**src/rtl/regfile_wb_arbiter.sv**
```systemverilog
// Two-slot write-back arbiter: ALU (A) and load (M) share one register-file write port, oldest first.
// Latency 1 cycle from accept to write when uncontended. Ready is driven only by slot state, never by a Valid input.
// Optional build macro REGFILE_WB_ARB_ROUND_ROBIN_EN alternates same-edge tie winners; when it is undefined, M always wins ties.
module regfile_wb_arbiter #(
    parameter int N = 32
) (
    input  logic         clk,
    input  logic         reset,
    input  logic         A_Valid_i,
    input  logic [4:0]   A_Rd_i,
    input  logic [N-1:0] A_Data_i,
    output logic         A_Ready_o,
    input  logic         M_Valid_i,
    input  logic [4:0]   M_Rd_i,
    input  logic [N-1:0] M_Data_i,
    output logic         M_Ready_o,
    output logic         Reg_Write_o,
    output logic [4:0]   Write_Register_o,
    output logic [N-1:0] Write_Data_o,
    output logic [31:0]  Pending_o
);

    logic         a_vld_q, a_vld_d, m_vld_q, m_vld_d;
    logic [4:0]   a_rd_q, a_rd_d, m_rd_q, m_rd_d;
    logic [N-1:0] a_dat_q, a_dat_d, m_dat_q, m_dat_d;
    logic         m_older_q, m_older_d;
    logic         grant_a, grant_m;
    logic         a_load, m_load, a_keep, m_keep, tie, m_wins_tie;

`ifdef REGFILE_WB_ARB_ROUND_ROBIN_EN
    logic tie_a_q, tie_a_d;

    // tie_a_q set means the next same-edge tie goes to A.
    assign m_wins_tie = !tie_a_q;
    assign tie_a_d    = tie ? !tie_a_q : tie_a_q;

    always_ff @(posedge clk) begin
        if (reset) begin
            tie_a_q <= 1'b0;
        end else begin
            tie_a_q <= tie_a_d;
        end
    end
`else
    assign m_wins_tie = 1'b1;
`endif

    always_comb begin
        grant_a = 1'b0;
        grant_m = 1'b0;
        if (!reset) begin
            if (a_vld_q && m_vld_q) begin
                grant_m = m_older_q;
                grant_a = !m_older_q;
            end else begin
                grant_a = a_vld_q;
                grant_m = m_vld_q;
            end
        end

        A_Ready_o = !reset && (!a_vld_q || grant_a);
        M_Ready_o = !reset && (!m_vld_q || grant_m);

        a_load = A_Valid_i && A_Ready_o && (A_Rd_i != 5'd0);
        m_load = M_Valid_i && M_Ready_o && (M_Rd_i != 5'd0);
        a_keep = a_vld_q && !grant_a;
        m_keep = m_vld_q && !grant_m;
        // A loading slot was empty or just granted, so both loading means neither is older.
        tie    = a_load && m_load;

        a_vld_d = a_load || a_keep;
        m_vld_d = m_load || m_keep;
        a_rd_d  = a_load ? A_Rd_i   : a_rd_q;
        a_dat_d = a_load ? A_Data_i : a_dat_q;
        m_rd_d  = m_load ? M_Rd_i   : m_rd_q;
        m_dat_d = m_load ? M_Data_i : m_dat_q;

        if (m_keep) begin
            m_older_d = 1'b1;
        end else if (a_keep) begin
            m_older_d = 1'b0;
        end else begin
            m_older_d = tie && m_wins_tie;
        end
    end

    always_comb begin
        Reg_Write_o      = grant_a || grant_m;
        Write_Register_o = 5'd0;
        Write_Data_o     = '0;
        if (grant_a) begin
            Write_Register_o = a_rd_q;
            Write_Data_o     = a_dat_q;
        end else if (grant_m) begin
            Write_Register_o = m_rd_q;
            Write_Data_o     = m_dat_q;
        end

        Pending_o = 32'd0;
        if (!reset) begin
            if (a_vld_q) Pending_o[a_rd_q] = 1'b1;
            if (m_vld_q) Pending_o[m_rd_q] = 1'b1;
        end
        Pending_o[0] = 1'b0;
    end

    always_ff @(posedge clk) begin
        if (reset) begin
            a_vld_q   <= 1'b0;
            a_rd_q    <= 5'd0;
            a_dat_q   <= '0;
            m_vld_q   <= 1'b0;
            m_rd_q    <= 5'd0;
            m_dat_q   <= '0;
            m_older_q <= 1'b0;
        end else begin
            a_vld_q   <= a_vld_d;
            a_rd_q    <= a_rd_d;
            a_dat_q   <= a_dat_d;
            m_vld_q   <= m_vld_d;
            m_rd_q    <= m_rd_d;
            m_dat_q   <= m_dat_d;
            m_older_q <= m_older_d;
        end
    end

endmodule

```
**config.mk**
```make
export PLATFORM = sky130hd
export DESIGN_NAME = regfile_wb_arbiter
export DESIGN_NICKNAME = d
export VERILOG_FILES = /design/src/rtl/regfile_wb_arbiter.sv
export SDC_FILE = /design/constraint.sdc
export NUM_CORES = 1
export LEC_CHECK = 0
export ABC_AREA = 1
export BUFFER_PORTS_ARGS = -buffer_cell sky130_fd_sc_hd__buf_4
export CORE_ASPECT_RATIO = 1.5
export CORE_MARGIN = 5
export CORE_UTILIZATION = 41
export DETAILED_ROUTE_END_ITERATION = 16
export PLACE_DENSITY = 0.68
export SYNTH_ARGS = -nofsm -noshare
export SYNTH_HDL_FRONTEND = slang
export SYNTH_SLANG_ARGS = --single-unit
```
**constraint.sdc**
```tcl
create_clock -name clk -period 1.9 [get_ports clk]
set_input_delay 0.285 -clock clk [delete_from_list [all_inputs] [get_ports clk]]
set_output_delay 0.285 -clock clk [all_outputs]
set_load 0.01 [all_outputs]
```
# After elaboration in Yosys (flattened, before gate mapping)
# Cells that the tools add are included.
# totals
register_bits,77
out_inout_bits,72
wordCells,55
# classes
reduce_logical,25
mux,18
n_lt_le_gt_ge,4
n_bitwise,1
# op_table
operator,n
$mux W32,6
$or A32 B32 Y32,1
$logic_and A1 B1 Y1,12
$lt A5 B6 Y1 const B,2
$demux W1 S5,2
$ge A5 B1 Y1 const B,2
$mux W5,2
$reduce_bool A5 Y1,2
$mux W1,8
$logic_not A1 Y1,6
$logic_or A1 B1 Y1,5

# Logic depth before layout (Yosys ltp)
# depth
word_depth,10
depth_mapped,8
depth_no_buf,7

# Worst setup path after synthesis
# No wires, ideal clock.
# synth_timing
path_kind,input to output
from,in reset
to,out Write_Data_o[11]
slack_ps,419
path_buffers,3
t_arrival_ps,1196
required_ps,1615
path_stages,6
path_cell_list,inv_1 > buf_2 > o211ai_1 > buf_2 > buf_2 > o22ai_1
# synth_between
elab_chain_cells,3
# synth_lines
item,line,source
from (decl),8,"input logic reset,"
$mux W1,51,if (!reset) begin
$mux W32,94,end else if (grant_m) begin
$mux W32 (*),91,if (grant_a) begin
to (decl),19,"output logic [N-1:0] Write_Data_o,"
# Mark *: on every way between the ends. The rest lies on a longest branch, timed or not.

# Worst setup path after layout
# layout_timing
from,reg a_vld_q
to,out Write_Data_o[18]
# layout_between
elab_chain_cells,5
# layout_lines
item,line,source
from (decl),23,"logic a_vld_q, a_vld_d, m_vld_q, m_vld_d;"
from (signal assigned),117,a_vld_q <= a_vld_d;
$logic_and A1 B1 Y1,52,if (a_vld_q && m_vld_q) begin
$mux W1,52,
$mux W1,51,
$mux W32,94,
$mux W32 (*),91,
# Marks and branches as above.

==> results list <==
- The count of buffers added on input and output ports is roughly 150.
- At the later pin of the worst-skew pair, clock insertion delay measures 330 ps.
- The wire-length estimate of the detail-placed layout is 9.509 mm.
* Aggregate global routing overflow: 0
- Total Wirelength: 13.45 mm
* Measured slew at the worst slew-check pin: 611.3 ps
- Minimum period implied by the final worst setup slack: roughly 1900 ps
- The clock arrives with 6.018 ps of skew.
- Area of combinational cells with multiple inputs: 2371 um^2
- The path class of the tightest hold or removal check is input pin to flip-flop.
- TritonCTS clock tree: built
- Most frequent standard cell in the layout excluding fill and tap cells: sky130_fd_sc_hd__nor2_1
- Crit path max fanout: 6
- For the worst setup path, the data arrival time is 1630 ps.
- Across all setup checks in the final design, the least slack found is -17.80 ps.
* Post-synthesis to final-layout area growth: 48.51%
- Clock-pin slew on the worst setup and hold paths: 60 ps
* Effective utilization at floorplan: between 40% and 50%
- For this run, the leading register cell type out of synthesis is sky130_fd_sc_hd__dfxtp_1.
- Number of non-filler instances in the completed layout: a little over 900
- After routing, the total negative slack on setup checks comes to -102.6 ps.
* Placed Instances: 904
* Placed standard-cell area: between 5000 and 6000 um^2
* Most frequent cells in the layout: 175 x sky130_fd_sc_hd__nor2_1, 163 x sky130_fd_sc_hd__buf_4, 130 x sky130_fd_sc_hd__nand2_1
- The floorplan has 45 rows.
- In this run, flip-flops and latches consume 39.8% of the power.
- Final weighted congestion in routability-driven placement: 0.8914
- After technology mapping, the gate count stands at 660.
- Vert. Die Dim: ~130 um
* Pint: 0.003389 W
- Buffers inserted during clock tree synthesis total 9.
* Busiest layer in global routing: met2
- The core region is 10130 um^2.
* Share of the synthesized netlist area taken by xor and xnor gates: 0%
* Number of hold violations in the final report: 0
- Wire length of the first global-routing pass: between 20 and 25 mm
* Syn Nets: 738
* Count of synthesis-stage warnings from yosys: 0
* Share of the clock period used by the worst path: 100.9%
* Dominant combinational cell family by area after synthesis: simple AND/OR/NAND/NOR gates
* Number of global-route vias before repair: 4590
- Cell area after synthesis: 4233 um^2
- Total chip power: 0.004502 W
- For the worst setup path, the data required time is 1620 ps.
- CP Capture Type: primary output
- The tool flagged a number of max-cap violations equal to 0.
- STA classifies the critical path startpoint as a flip-flop.
- Total area of sequential cells: 1565 um^2
* Power density relative to cell area: 716.2 nW/um^2
* DRC Markers: 0
- Post-synthesis adder-cell area fraction: 0%
- In this run, distinct cell masters in the synthesized netlist total 26.
* Worst-case vdd ir drop: approximately 0.63 mV
* Share of synthesized area spent on multiplexers: 0%
- The first TritonRoute pass finished after 4 iterations.
- Clock network fraction of total power: 43.2%
* Category of the most critical setup path: flip-flop to primary output
- Antenna Diode Count: 0
* Filler cells: 944
- The die covers ~12000 um^2.
- Count of flip-flops with a built-in enable after synthesis: 0
- Maximum clock frequency: about 520 MHz
* Avg Inst Size Synth: 6.413 um^2
* LEAKAGE: 2.972 nW
- Worst rel slew slack: about three fifths
- 150 I/O pins were placed.
* Pin count of the biggest net entering global routing: 52
* Total of flip-flops plus latches after synthesis: between 70 and 80
- DRT iter0 DRCs: between 200 and 250
- Clock Tree Root: sky130_fd_sc_hd__clkbuf_16
- Final routed wire length divided by cell count: ~14 um
* Proportion of layout cells with a drive suffix above 1: 31.30%
- Routed via count divided by cell count: 4.949
- In this run, post-CTS hold repair placed 0 buffers.
* Result of the run: finished, violations left
- At the end of the flow, the number of nets in the layout was 891.
- Logic gate share of total power: 17.0%
- In this run switching power makes up 24.72% of total power.
* Total number of H-tree levels: 3
- Area of all placed cells without fillers: approximately 6300 um^2
* Number of failing setup endpoints in the final timing report: 10
- Die span in x: 92.96 um
- Number of clock sinks: 77
- After synthesis, the share of flip-flops with an asynchronous set or reset is 0%.
- Summing the areas of all compound-gate instances in the mapped netlist gives 11.44% of the synthesized area.
- Power spent charging and discharging nets: around 0.0011 W
* Number of nets still failing antenna checks after routing: 0
- Violations in the final reports: setup timing
- For met3 alone, demand over resource in global routing was 4.882%.
- The longest clock path from root to sink contains 2 buffers.
- The number of antenna violations at the first check in global routing is 0.
* Global routing usage on met1: 21.10%
- Across all layers, the routed design uses 4627 vias.
* Setup repair after global routing missed its margin: true
- Simple-Gate Fraction of Synth Area: between 30% and 40%
- Global routing consumed, over all layers together, 20.54% of the routing resources.
* Share of the yosys chip area belonging to registers: 36.42%
- The max-slew violation count is 0.
* Met2 track demand over resource: 38.64%
## cell type report
type                            instances  area share (%)
Multi-Input combinational cell        453           37.72
Sequential cell                        77           24.90
Timing Repair Buffer                  180           23.98
Inverter                               92           5.633
Clock buffer                           12           3.921
Tap cell                              117           2.329
Clock inverter                          4           1.513
## per-stage QoR
stage	hold slack (ps)	utilization (%)	setup WS, ps
floorplan	419.9	-	418.6
global placement	459.2	53.81	221.5
detailed placement	470.8	53.81	200.5
CTS	162.4	58.31	3.579
global route	174.6	62.02	-79.67
finish	174.4	62.02	-17.80
## final timing paths
kind | slack (ps) | cells after the start | to | from
max reg2reg | 370 | 8 | m_older_q$_SDFF_PP0_ | a_vld_q$_SDFF_PP0_
min reg2reg | 480 | 2 | a_rd_q[0]$_SDFFE_PP0P_ | a_rd_q[0]$_SDFFE_PP0P_
min | 170 | 3 | m_dat_q[16]$_SDFFE_PP0P_ | M_Data_i[16]
max | -20 | 6 | Write_Data_o[18] | a_vld_q$_SDFF_PP0_
## cells in the mapped netlist, types with 2 or more instances
cell / number / share of area (%)
sky130_fd_sc_hd__a21oi_1: 20 / 2.4
sky130_fd_sc_hd__inv_1: 90 / 8.0
sky130_fd_sc_hd__buf_1: 3 / 0.27
sky130_fd_sc_hd__nor3_1: 10 / 1.2
sky130_fd_sc_hd__nand3_1: 15 / 1.8
sky130_fd_sc_hd__nand2_2: 2 / 0.30
sky130_fd_sc_hd__nand3b_1: 34 / 6.0
sky130_fd_sc_hd__nor3_2: 2 / 0.47
sky130_fd_sc_hd__nor2_1: 175 / 16
sky130_fd_sc_hd__buf_6: 4 / 1.1
sky130_fd_sc_hd__nor3_4: 4 / 1.5
sky130_fd_sc_hd__inv_2: 2 / 0.18
sky130_fd_sc_hd__nand2_1: 130 / 12
sky130_fd_sc_hd__dfxtp_1: 77 / 36
sky130_fd_sc_hd__nor2_2: 2 / 0.30
sky130_fd_sc_hd__buf_4: 2 / 0.35
sky130_fd_sc_hd__clkbuf_1: 14 / 1.2
sky130_fd_sc_hd__o22ai_1: 37 / 5.5
sky130_fd_sc_hd__a22oi_1: 16 / 2.8
sky130_fd_sc_hd__buf_2: 15 / 1.8
## critical path: stages, from the launching register on
cell                        delay (ps)
sky130_fd_sc_hd__dfxtp_4           380
sky130_fd_sc_hd__inv_6              50
sky130_fd_sc_hd__o211ai_1          240
sky130_fd_sc_hd__buf_4             230
sky130_fd_sc_hd__clkbuf_16         170
sky130_fd_sc_hd__o22ai_1            80
sky130_fd_sc_hd__buf_4             160
## timing repair
| action | 4_1_cts | 5_1_grt |
|---|---|---|
| resized for setup | 15 | 53 |
| cloned | 0 | 3 |
| pin swaps | 4 | 4 |
| buffers inserted | 4 | 8 |
| endpoints found under the setup margin | 69 | 55 |
## cells by family (layout without fill, tap and decap cells)
| family | after synthesis | in the layout |
|---|---|---|
| compound gates | 76 | 76 |
| flops | 77 | 77 |
| simple gates | 376 | 376 |
| other cells | 1 | 1 |
| buf+inv | 130 | 288 |
## layer usage
| metal | share of wire, % | up-vias |
|---|---|---|
| li1 | - | 2367 |
| met1 | 37 | 2063 |
| met2 | 54 | 171 |
| met3 | 6.6 | 26 |
| met4 | 2.2 | 0 |
| met5 | 0 | - |
## power groups by stage
stage | combinational (W) | sequential [W] | clock (W)
3_3_place_gp | 0.000665 | 0.00182 | 0
6_report | 0.000763 | 0.00179 | 0.00195
5_1_grt | 0.000853 | 0.00180 | 0.00204
2_1_floorplan | 0.000424 | 0.00181 | 0
3_5_place_dp | 0.000678 | 0.00182 | 0
4_1_cts | 0.000694 | 0.00179 | 0.00199
## state kept, by name, summed over array words and instances, names as in the netlist
name,count
a_dat_q,32
m_dat_q,32
a_rd_q,5
m_rd_q,5
a_vld_q,1
m_older_q,1
m_vld_q,1
Power figures use the tool's default switching activity.
